### src/rtl/vga_frame_capture_pkg.sv
// Shared timing constants, capture states and the decimated-image address helper
// for the VGA frame capture block.
package vga_frame_capture_pkg;

  localparam int H_ACTIVE     = 640;
  localparam int H_TOTAL      = 800;
  localparam int H_BP         = 48;
  localparam int V_ACTIVE     = 480;
  localparam int V_TOTAL      = 525;
  localparam int V_BP         = 33;
  localparam int DECIM        = 4;
  localparam int DECIM_SHIFT  = $clog2(DECIM);
  localparam int IMAGE_WIDTH  = H_ACTIVE / DECIM;
  localparam int IMAGE_HEIGHT = V_ACTIVE / DECIM;
  localparam int CNT_W        = 10;
  localparam int ADDR_W       = 15;
  localparam int PIX_W        = 12;

  typedef enum logic [1:0] {
    IDLE    = 2'd0,
    ARMED   = 2'd1,
    CAPTURE = 2'd2
  } cap_state_e;

  // Row-major address of a full-resolution pixel in the decimated image.
  function automatic logic [ADDR_W-1:0] image_addr(input logic [CNT_W-1:0] x,
                                                   input logic [CNT_W-1:0] y,
                                                   input int width);
    return ADDR_W'(y >> DECIM_SHIFT) * ADDR_W'(width) + ADDR_W'(x >> DECIM_SHIFT);
  endfunction

endpackage

### src/rtl/vga_frame_capture_if.sv
// Incoming VGA pixel stream: 4-bit RGB plus active-low syncs.
interface vga_frame_capture_if;
  logic [3:0] red;
  logic [3:0] green;
  logic [3:0] blue;
  logic       hsync_n;
  logic       vsync_n;

  modport master (output red, green, blue, hsync_n, vsync_n);
  modport slave  (input  red, green, blue, hsync_n, vsync_n);
endinterface

### src/rtl/vga_frame_capture_sync_tracker.sv
// Registers the VGA pins, recovers line/pixel counters from sync rising edges
// and flags line or frame periods that disagree with the nominal timing.
module vga_sync_tracker
  import vga_frame_capture_pkg::*;
#(
  parameter int H_ACTIVE_P = H_ACTIVE,
  parameter int H_TOTAL_P  = H_TOTAL,
  parameter int H_BP_P     = H_BP,
  parameter int V_ACTIVE_P = V_ACTIVE,
  parameter int V_TOTAL_P  = V_TOTAL,
  parameter int V_BP_P     = V_BP
) (
  input  logic               clk_i,
  input  logic               rst_i,
  vga_frame_capture_if.slave vga_i,
  output logic [PIX_W-1:0]   pix_o,
  output logic               v_rise_o,
  output logic               visible_o,
  output logic [CNT_W-1:0]   x_o,
  output logic [CNT_W-1:0]   y_o,
  output logic               timing_err_o
);

  localparam logic [CNT_W-1:0] H_LAST  = CNT_W'(H_TOTAL_P - 1);
  localparam logic [CNT_W-1:0] H_LIMIT = CNT_W'(H_TOTAL_P);
  localparam logic [CNT_W-1:0] V_LAST  = CNT_W'(V_TOTAL_P - 1);
  localparam logic [CNT_W-1:0] H_START = CNT_W'(H_BP_P);
  localparam logic [CNT_W-1:0] H_END   = CNT_W'(H_BP_P + H_ACTIVE_P);
  localparam logic [CNT_W-1:0] V_START = CNT_W'(V_BP_P);
  localparam logic [CNT_W-1:0] V_END   = CNT_W'(V_BP_P + V_ACTIVE_P);

  logic [PIX_W-1:0] pix_q;
  logic             hs_q, hs_qq, vs_q, vs_qq;
  logic [CNT_W-1:0] h_cnt_q, h_cnt_d, v_cnt_q, v_cnt_d;
  logic             h_lock_q, h_lock_d, v_lock_q, v_lock_d;
  logic             h_rise_s, v_rise_s, h_err_s, v_err_s;

  // h_cnt_d/v_cnt_d are the coordinates of the pixel currently held in pix_q.
  always_comb begin
    h_rise_s = hs_q & ~hs_qq;
    v_rise_s = vs_q & ~vs_qq;
    h_cnt_d  = h_rise_s ? {CNT_W{1'b0}} : h_cnt_q + CNT_W'(1);
    if (v_rise_s) begin
      v_cnt_d = {CNT_W{1'b0}};
    end else if (h_rise_s) begin
      v_cnt_d = v_cnt_q + CNT_W'(1);
    end else begin
      v_cnt_d = v_cnt_q;
    end
    h_lock_d = h_lock_q | h_rise_s;
    v_lock_d = v_lock_q | v_rise_s;
    h_err_s  = h_lock_q & (h_rise_s ? (h_cnt_q != H_LAST) : (h_cnt_d == H_LIMIT));
    v_err_s  = v_lock_q & v_rise_s & (v_cnt_q != V_LAST);
  end

  // Syncs reset to their idle (high) level so reset release creates no false edge.
  always_ff @(posedge clk_i) begin
    if (rst_i) begin
      pix_q    <= {PIX_W{1'b0}};
      hs_q     <= 1'b1;
      hs_qq    <= 1'b1;
      vs_q     <= 1'b1;
      vs_qq    <= 1'b1;
      h_cnt_q  <= {CNT_W{1'b0}};
      v_cnt_q  <= {CNT_W{1'b0}};
      h_lock_q <= 1'b0;
      v_lock_q <= 1'b0;
    end else begin
      pix_q    <= {vga_i.red, vga_i.green, vga_i.blue};
      hs_q     <= vga_i.hsync_n;
      hs_qq    <= hs_q;
      vs_q     <= vga_i.vsync_n;
      vs_qq    <= vs_q;
      h_cnt_q  <= h_cnt_d;
      v_cnt_q  <= v_cnt_d;
      h_lock_q <= h_lock_d;
      v_lock_q <= v_lock_d;
    end
  end

  assign pix_o        = pix_q;
  assign v_rise_o     = v_rise_s;
  assign timing_err_o = h_err_s | v_err_s;
  assign visible_o    = (h_cnt_d >= H_START) && (h_cnt_d < H_END) &&
                        (v_cnt_d >= V_START) && (v_cnt_d < V_END);
  assign x_o          = h_cnt_d - H_START;
  assign y_o          = v_cnt_d - V_START;

endmodule

### src/rtl/vga_frame_capture.sv
// VGA receiver: decimates the visible area and writes one frame-buffer word per
// kept pixel, under an IDLE/ARMED/CAPTURE control FSM.
module vga_frame_capture
  import vga_frame_capture_pkg::*;
#(
  parameter int H_ACTIVE_P = H_ACTIVE,
  parameter int H_TOTAL_P  = H_TOTAL,
  parameter int H_BP_P     = H_BP,
  parameter int V_ACTIVE_P = V_ACTIVE,
  parameter int V_TOTAL_P  = V_TOTAL,
  parameter int V_BP_P     = V_BP
) (
  input  logic               clk_i,
  input  logic               rst_i,
  input  logic               capture_en_i,
  input  logic               continuous_i,
  vga_frame_capture_if.slave vga_i,
  output logic               wr_en_o,
  output logic [ADDR_W-1:0]  wr_addr_o,
  output logic [PIX_W-1:0]   wr_data_o,
  output logic               busy_o,
  output logic               frame_done_o,
  output logic               sync_err_o
);

  localparam int               IMG_W     = H_ACTIVE_P / DECIM;
  localparam int               IMG_H     = V_ACTIVE_P / DECIM;
  localparam logic [ADDR_W-1:0] LAST_ADDR = ADDR_W'(IMG_W * IMG_H - 1);
  localparam logic [CNT_W-1:0]  SUB_MASK  = CNT_W'(DECIM - 1);

  logic [PIX_W-1:0]  pix_s;
  logic              v_rise_s, visible_s, timing_err_s, kept_s;
  logic [CNT_W-1:0]  x_s, y_s;
  logic [ADDR_W-1:0] addr_s;

  cap_state_e        state_q, state_d;
  logic              wr_en_q, wr_en_d, busy_q, busy_d;
  logic              done_q, done_d, err_q, err_d;
  logic [ADDR_W-1:0] wr_addr_q, wr_addr_d;
  logic [PIX_W-1:0]  wr_data_q, wr_data_d;

  vga_sync_tracker #(
    .H_ACTIVE_P (H_ACTIVE_P),
    .H_TOTAL_P  (H_TOTAL_P),
    .H_BP_P     (H_BP_P),
    .V_ACTIVE_P (V_ACTIVE_P),
    .V_TOTAL_P  (V_TOTAL_P),
    .V_BP_P     (V_BP_P)
  ) u_tracker (
    .clk_i        (clk_i),
    .rst_i        (rst_i),
    .vga_i        (vga_i),
    .pix_o        (pix_s),
    .v_rise_o     (v_rise_s),
    .visible_o    (visible_s),
    .x_o          (x_s),
    .y_o          (y_s),
    .timing_err_o (timing_err_s)
  );

  assign kept_s = visible_s && ((x_s & SUB_MASK) == {CNT_W{1'b0}}) &&
                  ((y_s & SUB_MASK) == {CNT_W{1'b0}});
  assign addr_s = image_addr(x_s, y_s, IMG_W);

  // Capture control; a timing error abandons the frame and waits for the next vsync.
  always_comb begin
    state_d   = state_q;
    wr_en_d   = 1'b0;
    wr_addr_d = wr_addr_q;
    wr_data_d = wr_data_q;
    err_d     = 1'b0;
    case (state_q)
      IDLE: begin
        if (capture_en_i) state_d = ARMED;
        else              state_d = IDLE;
      end
      ARMED: begin
        if (!capture_en_i) begin
          state_d = IDLE;
        end else if (timing_err_s) begin
          err_d   = 1'b1;
          state_d = ARMED;
        end else if (v_rise_s) begin
          state_d = CAPTURE;
        end else begin
          state_d = ARMED;
        end
      end
      CAPTURE: begin
        if (timing_err_s) begin
          err_d   = 1'b1;
          state_d = ARMED;
        end else if (kept_s) begin
          wr_en_d   = 1'b1;
          wr_addr_d = addr_s;
          wr_data_d = pix_s;
          if (addr_s == LAST_ADDR) state_d = (continuous_i && capture_en_i) ? ARMED : IDLE;
          else                     state_d = CAPTURE;
        end else begin
          state_d = CAPTURE;
        end
      end
      default: state_d = IDLE;
    endcase
    busy_d = (state_d != IDLE);
    done_d = wr_en_q && (wr_addr_q == LAST_ADDR);
  end

  // State and output registers.
  always_ff @(posedge clk_i) begin
    if (rst_i) begin
      state_q   <= IDLE;
      wr_en_q   <= 1'b0;
      wr_addr_q <= {ADDR_W{1'b0}};
      wr_data_q <= {PIX_W{1'b0}};
      busy_q    <= 1'b0;
      done_q    <= 1'b0;
      err_q     <= 1'b0;
    end else begin
      state_q   <= state_d;
      wr_en_q   <= wr_en_d;
      wr_addr_q <= wr_addr_d;
      wr_data_q <= wr_data_d;
      busy_q    <= busy_d;
      done_q    <= done_d;
      err_q     <= err_d;
    end
  end

  assign wr_en_o      = wr_en_q;
  assign wr_addr_o    = wr_addr_q;
  assign wr_data_o    = wr_data_q;
  assign busy_o       = busy_q;
  assign frame_done_o = done_q;
  assign sync_err_o   = err_q;

endmodule
### src/flat_wrapper.sv
// flat-port wrapper written by rule: the top's interface ports become plain ports
module vga_frame_capture_flat import vga_frame_capture_pkg::*;
#(
  parameter int H_ACTIVE_P = H_ACTIVE,
  parameter int H_TOTAL_P  = H_TOTAL,
  parameter int H_BP_P     = H_BP,
  parameter int V_ACTIVE_P = V_ACTIVE,
  parameter int V_TOTAL_P  = V_TOTAL,
  parameter int V_BP_P     = V_BP
)
  (clk_i, rst_i, capture_en_i, continuous_i, wr_en_o, wr_addr_o, wr_data_o, busy_o, frame_done_o, sync_err_o, vga_i_red, vga_i_green, vga_i_blue, vga_i_hsync_n, vga_i_vsync_n);
  vga_frame_capture_if vga_i_i ();
  input  logic clk_i;
  input  logic rst_i;
  input  logic capture_en_i;
  input  logic continuous_i;
  output logic wr_en_o;
  output logic [ADDR_W-1:0] wr_addr_o;
  output logic [PIX_W-1:0] wr_data_o;
  output logic busy_o;
  output logic frame_done_o;
  output logic sync_err_o;
  input wire logic [$bits(vga_i_i.red)-1:0] vga_i_red;
  input wire logic [$bits(vga_i_i.green)-1:0] vga_i_green;
  input wire logic [$bits(vga_i_i.blue)-1:0] vga_i_blue;
  input wire logic [$bits(vga_i_i.hsync_n)-1:0] vga_i_hsync_n;
  input wire logic [$bits(vga_i_i.vsync_n)-1:0] vga_i_vsync_n;
  assign vga_i_i.red = vga_i_red;
  assign vga_i_i.green = vga_i_green;
  assign vga_i_i.blue = vga_i_blue;
  assign vga_i_i.hsync_n = vga_i_hsync_n;
  assign vga_i_i.vsync_n = vga_i_vsync_n;
  vga_frame_capture #(.H_ACTIVE_P(H_ACTIVE_P), .H_TOTAL_P(H_TOTAL_P), .H_BP_P(H_BP_P), .V_ACTIVE_P(V_ACTIVE_P), .V_TOTAL_P(V_TOTAL_P), .V_BP_P(V_BP_P)) u_core (.clk_i(clk_i), .rst_i(rst_i), .capture_en_i(capture_en_i), .continuous_i(continuous_i), .vga_i(vga_i_i), .wr_en_o(wr_en_o), .wr_addr_o(wr_addr_o), .wr_data_o(wr_data_o), .busy_o(busy_o), .frame_done_o(frame_done_o), .sync_err_o(sync_err_o));
endmodule
### config.mk
export PLATFORM = sky130hd
export DESIGN_NAME = vga_frame_capture_flat
export DESIGN_NICKNAME = d
export VERILOG_FILES = /design/src/rtl/vga_frame_capture_pkg.sv /design/src/rtl/vga_frame_capture_if.sv /design/src/rtl/vga_frame_capture_sync_tracker.sv /design/src/rtl/vga_frame_capture.sv /design/src/flat_wrapper.sv
export SDC_FILE = /design/constraint.sdc
export NUM_CORES = 1
export LEC_CHECK = 0
export CORE_ASPECT_RATIO = 0.75
export CORE_MARGIN = 10
export CORE_UTILIZATION = 60
export DETAILED_ROUTE_END_ITERATION = 8
export GPL_TIMING_DRIVEN = 1
export PLACE_DENSITY = 0.83
export SYNTH_ARGS = -nofsm -noshare
export SYNTH_HDL_FRONTEND = slang
export SYNTH_SLANG_ARGS = --single-unit
### constraint.sdc
create_clock -name clk_i -period 7.84 [get_ports clk_i]
set_input_delay 1.568 -clock clk_i [delete_from_list [all_inputs] [get_ports clk_i]]
set_output_delay 1.568 -clock clk_i [all_outputs]
set_load 0.01 [all_outputs]
==> out/metrics.yaml, run 1 <==
h-tree-depth: 3
diodes: 0
synth.avg_cell_area_sq_um: 8.59
ant_nets: 0
required_ps: 8090
coreArea_sq_um: 6440
start_util_pct: 63.3
syn_nets: 519
wl_met1_um: 4520
fin_crit_sh_pct: 74.7
maxSlewViolCount: 0
drc: 0
final_common_cell: "dfxtp_1"
p_clk_share_pct: 42.9
crit_type: "flop to flop"
tightest_slew_ps: 913
clock_skew_ps: 7.97
async_flop_share_pct: 0
io_pins: 49
nets: 555
end_kind: "flop"
synth_edf_count: 0
synth_seq_cells: 71
wire_per_inst_um: 16.9
critPathMaxFanout: 12
cts_root_buf: "clkbuf_8"
clkTransAtPathRegs_ps: 70
layout-drive-gt1-share_pct: 6.20
fin_crit_ps: 5860
clk_latency_ps: 350
die_x_um: 115
cp.arrival_ps: 6100
leakagePower_uw: 0.00197
grt_pass1_vias: 3309
rows: 25
cts.sinks: 71
p_seq_share_pct: 44.4
relSlewSlack_pct: 37.6
die-area_sq_um: 10500
wl_um: 10100
vias: 3564
max_freq_ghz: 0.171
via_per_inst: 5.97
startpoint_type: "flop"
p_int_uw: 634
final_cell_mix: "dfxtp_1, nor2_1, clkdlybuf4s50_1"
cts_resized: 0
yosysSeqAreaShare_pct: 34.8
dp.cells: 581
area_growth_pct: 17.5
min_path_type: "flop to flop"
status: "completed"
grt_max_degree: 63
dr.pass1.iters: 5
grt_pass1_wl_um: 16700
die_h_um: 91.4
final_cells: 597
cts_tree: "built"
cts_buffers: 9
clock_path_buffers: 2
hpwl_um: 7140
place_congestion: 0.941
cts_setup_buffers: 0
cap_violations: 0
hold_viol_final: 0
setup_viol: 0
grt_use_total_pct: 19.1
fillers: 486
synth_ff_type: "dfxtp_1"
ys_types: 68
ir_drop_uv: 156
globalRoute.totalOverflow: 0
holdWs_ps: 462
wl_met3_um: 750
rsz0062_at_grt: "false"
antenna_found_initial: 0
switching_power_uw: 206
synth_cells: 475
ys_warn_count: 0
port_buffers: 48
drtIter0Drc: 395
setup_tns_ps: 0
power_per_cell_area_nw_per_um2: 175
r2r_slack_ps: 1980
synth.cell_area_sq_um: 4080
hold_buffers: 0
highest_layer: "met4"
met2_length_um: 4650
switching_share_pct: 24.5
pwr-share-comb_pct: 12.7
==> final cells by class <==
cell class	instances	area, sq um	share of cell area [%]
inverters	15	56.3	1.17
well taps	81	101	2.11
clock inverters	5	104	2.17
clock buffers	11	141	2.95
flip-flops and latches	71	1420	29.7
repair buffers	50	490	10.2
multi-input cells	364	2480	51.7
==> critical path, cell delays in order (launching register included) <==
cell and delay (ps):
dfxtp_1 570, inv_1 150, ha_1 370, or4bb_1 560, o21ai_1 100, a211o_1 230, a21oi_1 150, nor2_1 240
nor2_1 60, a221o_1 270, nand2_1 110, ha_1 260, ha_1 390, xor2_1 370, or2_2 230, nor2_1 70
nor3_1 230, nand2_1 100, a2111oi_0 840, o21ai_0 210, a31o_2 240
==> through the flow <==
stage	utilization, %	power (uW)	instance area (sq um)	setup WS (ps)
3_5_place_dp	70.6	483	4550	2170
2_1_floorplan	-	456	4080	2970
3_3_place_gp	70.6	480	4550	2490
4_1_cts	74.4	844	4790	2100
5_1_grt	74.4	874	4790	1550
6_report	74.4	840	4790	1980
==> registers in the layout, indices dropped and copies added, names as in the netlist, 2 cells and up <==
signal / flops
u_core.wr_addr_o: 15
u_core.u_tracker.pix_o: 12
u_core.wr_data_o: 12
u_core.u_tracker.h_cnt_q: 10
u_core.u_tracker.v_cnt_q: 10
u_core.state_q: 2
==> path summary, 6_finish.rpt <==
path                                                   from  cells past startpoint                endpoint
worst max-delay path            u_core.u_tracker.v_cnt_q[0]                     20       u_core.state_q[1]
worst min-delay path                  u_core.u_tracker.vs_q                      1  u_core.u_tracker.vs_qq
worst max register to register  u_core.u_tracker.v_cnt_q[0]                     20       u_core.state_q[1]
worst min register to register        u_core.u_tracker.vs_q                      1  u_core.u_tracker.vs_qq
==> per-layer routing <==
layer  global-route usage, %  vias to the layer above
li1                        -                     1723
met1                    25.2                     1669
met2                    30.0                      153
met3                    4.87                       19
met4                    5.14                        0
met5                       0                        -
==> cells in the mapped netlist, types with 3 or more instances <==
library cell  instances  area share [%]
o21ai_0              11             1.3
nor4b_1               3            0.64
or2_2                 5            0.77
a21oi_1              20             2.5
nand3b_1              3            0.55
o211ai_1              5            0.92
nand2b_1              8             1.2
clkbuf_1             12             1.1
or4_1                 3            0.55
dfxtp_1              71              35
o31a_1                4            0.86
o31ai_1               3            0.55
nand4_1               7             1.1
ha_1                 24             7.4
nor4_1                7             1.1
nor3_1               11             1.3
buf_2                 8            0.98
buf_4                 3            0.55
nor2_1               70             6.4
xor2_1               15             3.2
inv_1                15             1.4
nand3_1              16             2.0
nand4b_1              3            0.64
xnor2_1              22             4.7
nand2_1              33             3.0
mux2i_1              25             6.1
nor2b_1              18             2.8
==> cells by family after synthesis <==
family	count (synthesis)	share of synthesized area [%]
AO/OA/AOI/OAI	69	11.5
flip-flops	71	34.8
multiplexers	27	6.69
adder cells (fa/ha/maj)	26	8.34
buffers and inverters	40	4.42
XOR/XNOR	38	8.50
AND/OR/NAND/NOR	204	25.7
==> power by group through the flow <==
stage | sequential [uW] | clock [uW] | combinational, uW
3_3_place_gp | 381 | 0 | 99.4
2_1_floorplan | 379 | 0 | 76.9
3_5_place_dp | 381 | 0 | 102
4_1_cts | 373 | 366 | 105
5_1_grt | 374 | 382 | 118
6_report | 373 | 360 | 107
No activity file was read; power rests on OpenSTA's default activity.
==> run 2: changes to the inputs <==
- CORE_UTILIZATION: 60 -> 56
- PLACE_DENSITY: 0.83 -> 0.78
- clock period: 7.84 -> 5.4 ns (I/O delays scaled with it)
==> out/metrics.yaml, run 2 (same netlist as run 1, synthesis figures left out) <==
status: "completed"
end_kind: "flop"
p_clk_share_pct: 41.2  # -1.7 points
multiInputGateArea_sq_um: 2530  # +2.2%
layout_setup_ws_ps: 372  # -1610 ps
cts_tree: "built"
clk_latency_ps: 350  # about the same
required_ps: 5640  # -2450 ps
ant_nets: 0  # unchanged
coreArea_sq_um: 6930  # +7.5%
final-seq-area_sq_um: 1430  # +0.26%
drc: 0  # unchanged
startpoint_type: "flop"
crit_type: "flop to flop"
leakagePower_uw: 0.00200  # +1.3%
nets: 559  # +0.72%
place_congestion: 0.909  # -3.4%
maxSlewViolCount: 0  # unchanged
port_buffers: 48  # unchanged
rows: 26  # +4.0%
diodes: 0  # unchanged
die_h_um: 93.9  # +2.7%
p_int_uw: 879  # +39%
cts.sinks: 71  # unchanged
cp_top_family: "compound AO/OA/AOI/OAI gates"
wl_um: 9650  # -4.2%
die-area_sq_um: 11100  # +5.7%
largest_reg_flops: 15  # unchanged
drtIter0Drc: 296  # -25%
ir_drop_uv: 151  # -2.9%
final_cell_mix: "nor2_1, dfxtp_1, clkdlybuf4s50_1"
crit_buf_inv: 2  # +1
switching_power_uw: 312  # +51%
grt_max_degree: 63  # unchanged
grt_use_total_pct: 17.3  # -1.8 points
via_per_inst: 5.58  # -6.5%
crit_top_cell: "ha_1"
cts_root_buf: "clkbuf_8"
fillers: 557  # +15%
layout-drive-gt1-share_pct: 9.23  # +3.0 points
die_x_um: 119  # +2.9%
tightest_slew_ps: 622  # -291 ps
cap_violations: 0  # unchanged
max_freq_ghz: 0.199  # +17%
grt_pass1_wl_um: 16100  # -3.5%
dr.pass1.iters: 5  # unchanged
cts_buffers: 9  # unchanged
start_util_pct: 58.9  # -4.4 points
h-tree-depth: 3  # unchanged
clock_skew_ps: 7.23  # -0.736 ps
wire_per_inst_um: 15.6  # -7.5%
max_stage_delay_ps: 550  # -290 ps
critPathMaxFanout: 9  # -3
pwr-share-comb_pct: 13.6  # +0.9 points
power_per_cell_area_nw_per_um2: 244  # +39%
switching_share_pct: 26.2  # +1.6 points
relSlewSlack_pct: 58.5  # +21 points
globalRoute.totalOverflow: 0  # unchanged
setup_viol: 0  # unchanged
fin_crit_ps: 5030  # -831 ps
fin_crit_sh_pct: 93.1  # +18 points
vias: 3448  # -3.3%
hold_viol_final: 0  # unchanged
io_pins: 49  # unchanged
area_growth_pct: 19.8
p_seq_share_pct: 45.3  # +0.9 points
dp_slack_ps: 74.3  # -2090 ps
antenna_found_initial: 0  # unchanged
hpwl_um: 7100  # -0.48%
setup_tns_ps: 0  # unchanged
cp_slowest_cell: "or4bb_1"
grt_pass1_vias: 3347  # +1.1%
min_path_type: "flop to flop"
rsz0062_at_grt: "false"
cp.arrival_ps: 5270  # -830 ps
cp_cell_sequence: "inv_1 -> ha_1 -> or4bb_1 -> o21ai_1 -> a211o_1 -> a21oi_2 -> mux2_2 -> a32oi_1 -> xor2_1 -> nand2_1 -> ha_1 -> ha_1 -> o21ai_0 -> o21bai_1 -> a21oi_1 -> xnor2_1 -> nand4b_1 -> a2111oi_2 -> buf_4 -> o21ai_0 -> a31o_2"
clock_path_buffers: 2  # unchanged
clkTransAtPathRegs_ps: 80  # about the same
run 2: what timing repair did:
item	in CTS	in global routing
endpoints found under the setup margin	0	4
buffers inserted	0	1
hold buffers	0	0
endpoints found under the hold margin	0	0
resized for setup	0	13
run 2: final cells by class:
| type | instances | share of cell area (%) |
|---|---|---|
| Inverter | 15 | 1.15 |
| Tap cell | 98 | 2.51 |
| Clock buffer | 10 | 2.82 |
| Clock inverter | 6 | 1.90 |
| Multi-Input combinational cell | 364 | 51.8 |
| Timing Repair Buffer | 54 | 10.7 |
| Sequential cell | 71 | 29.2 |
run 2: routing by layer:
layer	GRT usage, %	share of wire (%)	up-vias
met1	21.8	46	1605
met5	0	0	-
li1	-	-	1732
met3	4.44	6.0	14
met2	28.5	47	97
met4	5.48	1.0	0
run 2: worst paths after layout:
check                         startpoint                   to  slack [ps]  cells past startpoint
max          u_core.u_tracker.v_cnt_q[1]    u_core.state_q[1]         370                     21
min reg2reg    u_core.u_tracker.pix_o[8]  u_core.wr_data_o[8]         470                      2
max reg2reg  u_core.u_tracker.v_cnt_q[1]    u_core.state_q[1]         370                     21
min            u_core.u_tracker.pix_o[8]  u_core.wr_data_o[8]         470                      2
run 2: tightest hold or removal path, delay by kind of cell, from the launching register on:
family,cells,cell delay (ps)
DFF,1,310
muxes,1,50
and+or+nand+nor,1,70
run 2: stage by stage:
stage          area, sq um  total power [uW]  std cells  utilization [%]  hold slack [ps]
2_1_floorplan         4080               662        475                -              434
3_3_place_gp          4590               697        601             66.3              440
3_5_place_dp          4590               702        601             66.3              451
4_1_cts               4820              1190        617             69.6              471
5_1_grt               4890              1240        618             70.5              483
6_report              4890              1190        618             70.5              467
run 2: power by group through the flow:
| stage | sequential (uW) | clock [uW] | combinational (uW) |
|---|---|---|---|
| detailed placement | 552 | 0 | 150 |
| global placement | 552 | 0 | 146 |
| global route | 541 | 522 | 181 |
| CTS | 540 | 500 | 151 |
| floorplan | 551 | 0 | 112 |
| finish | 539 | 490 | 161 |
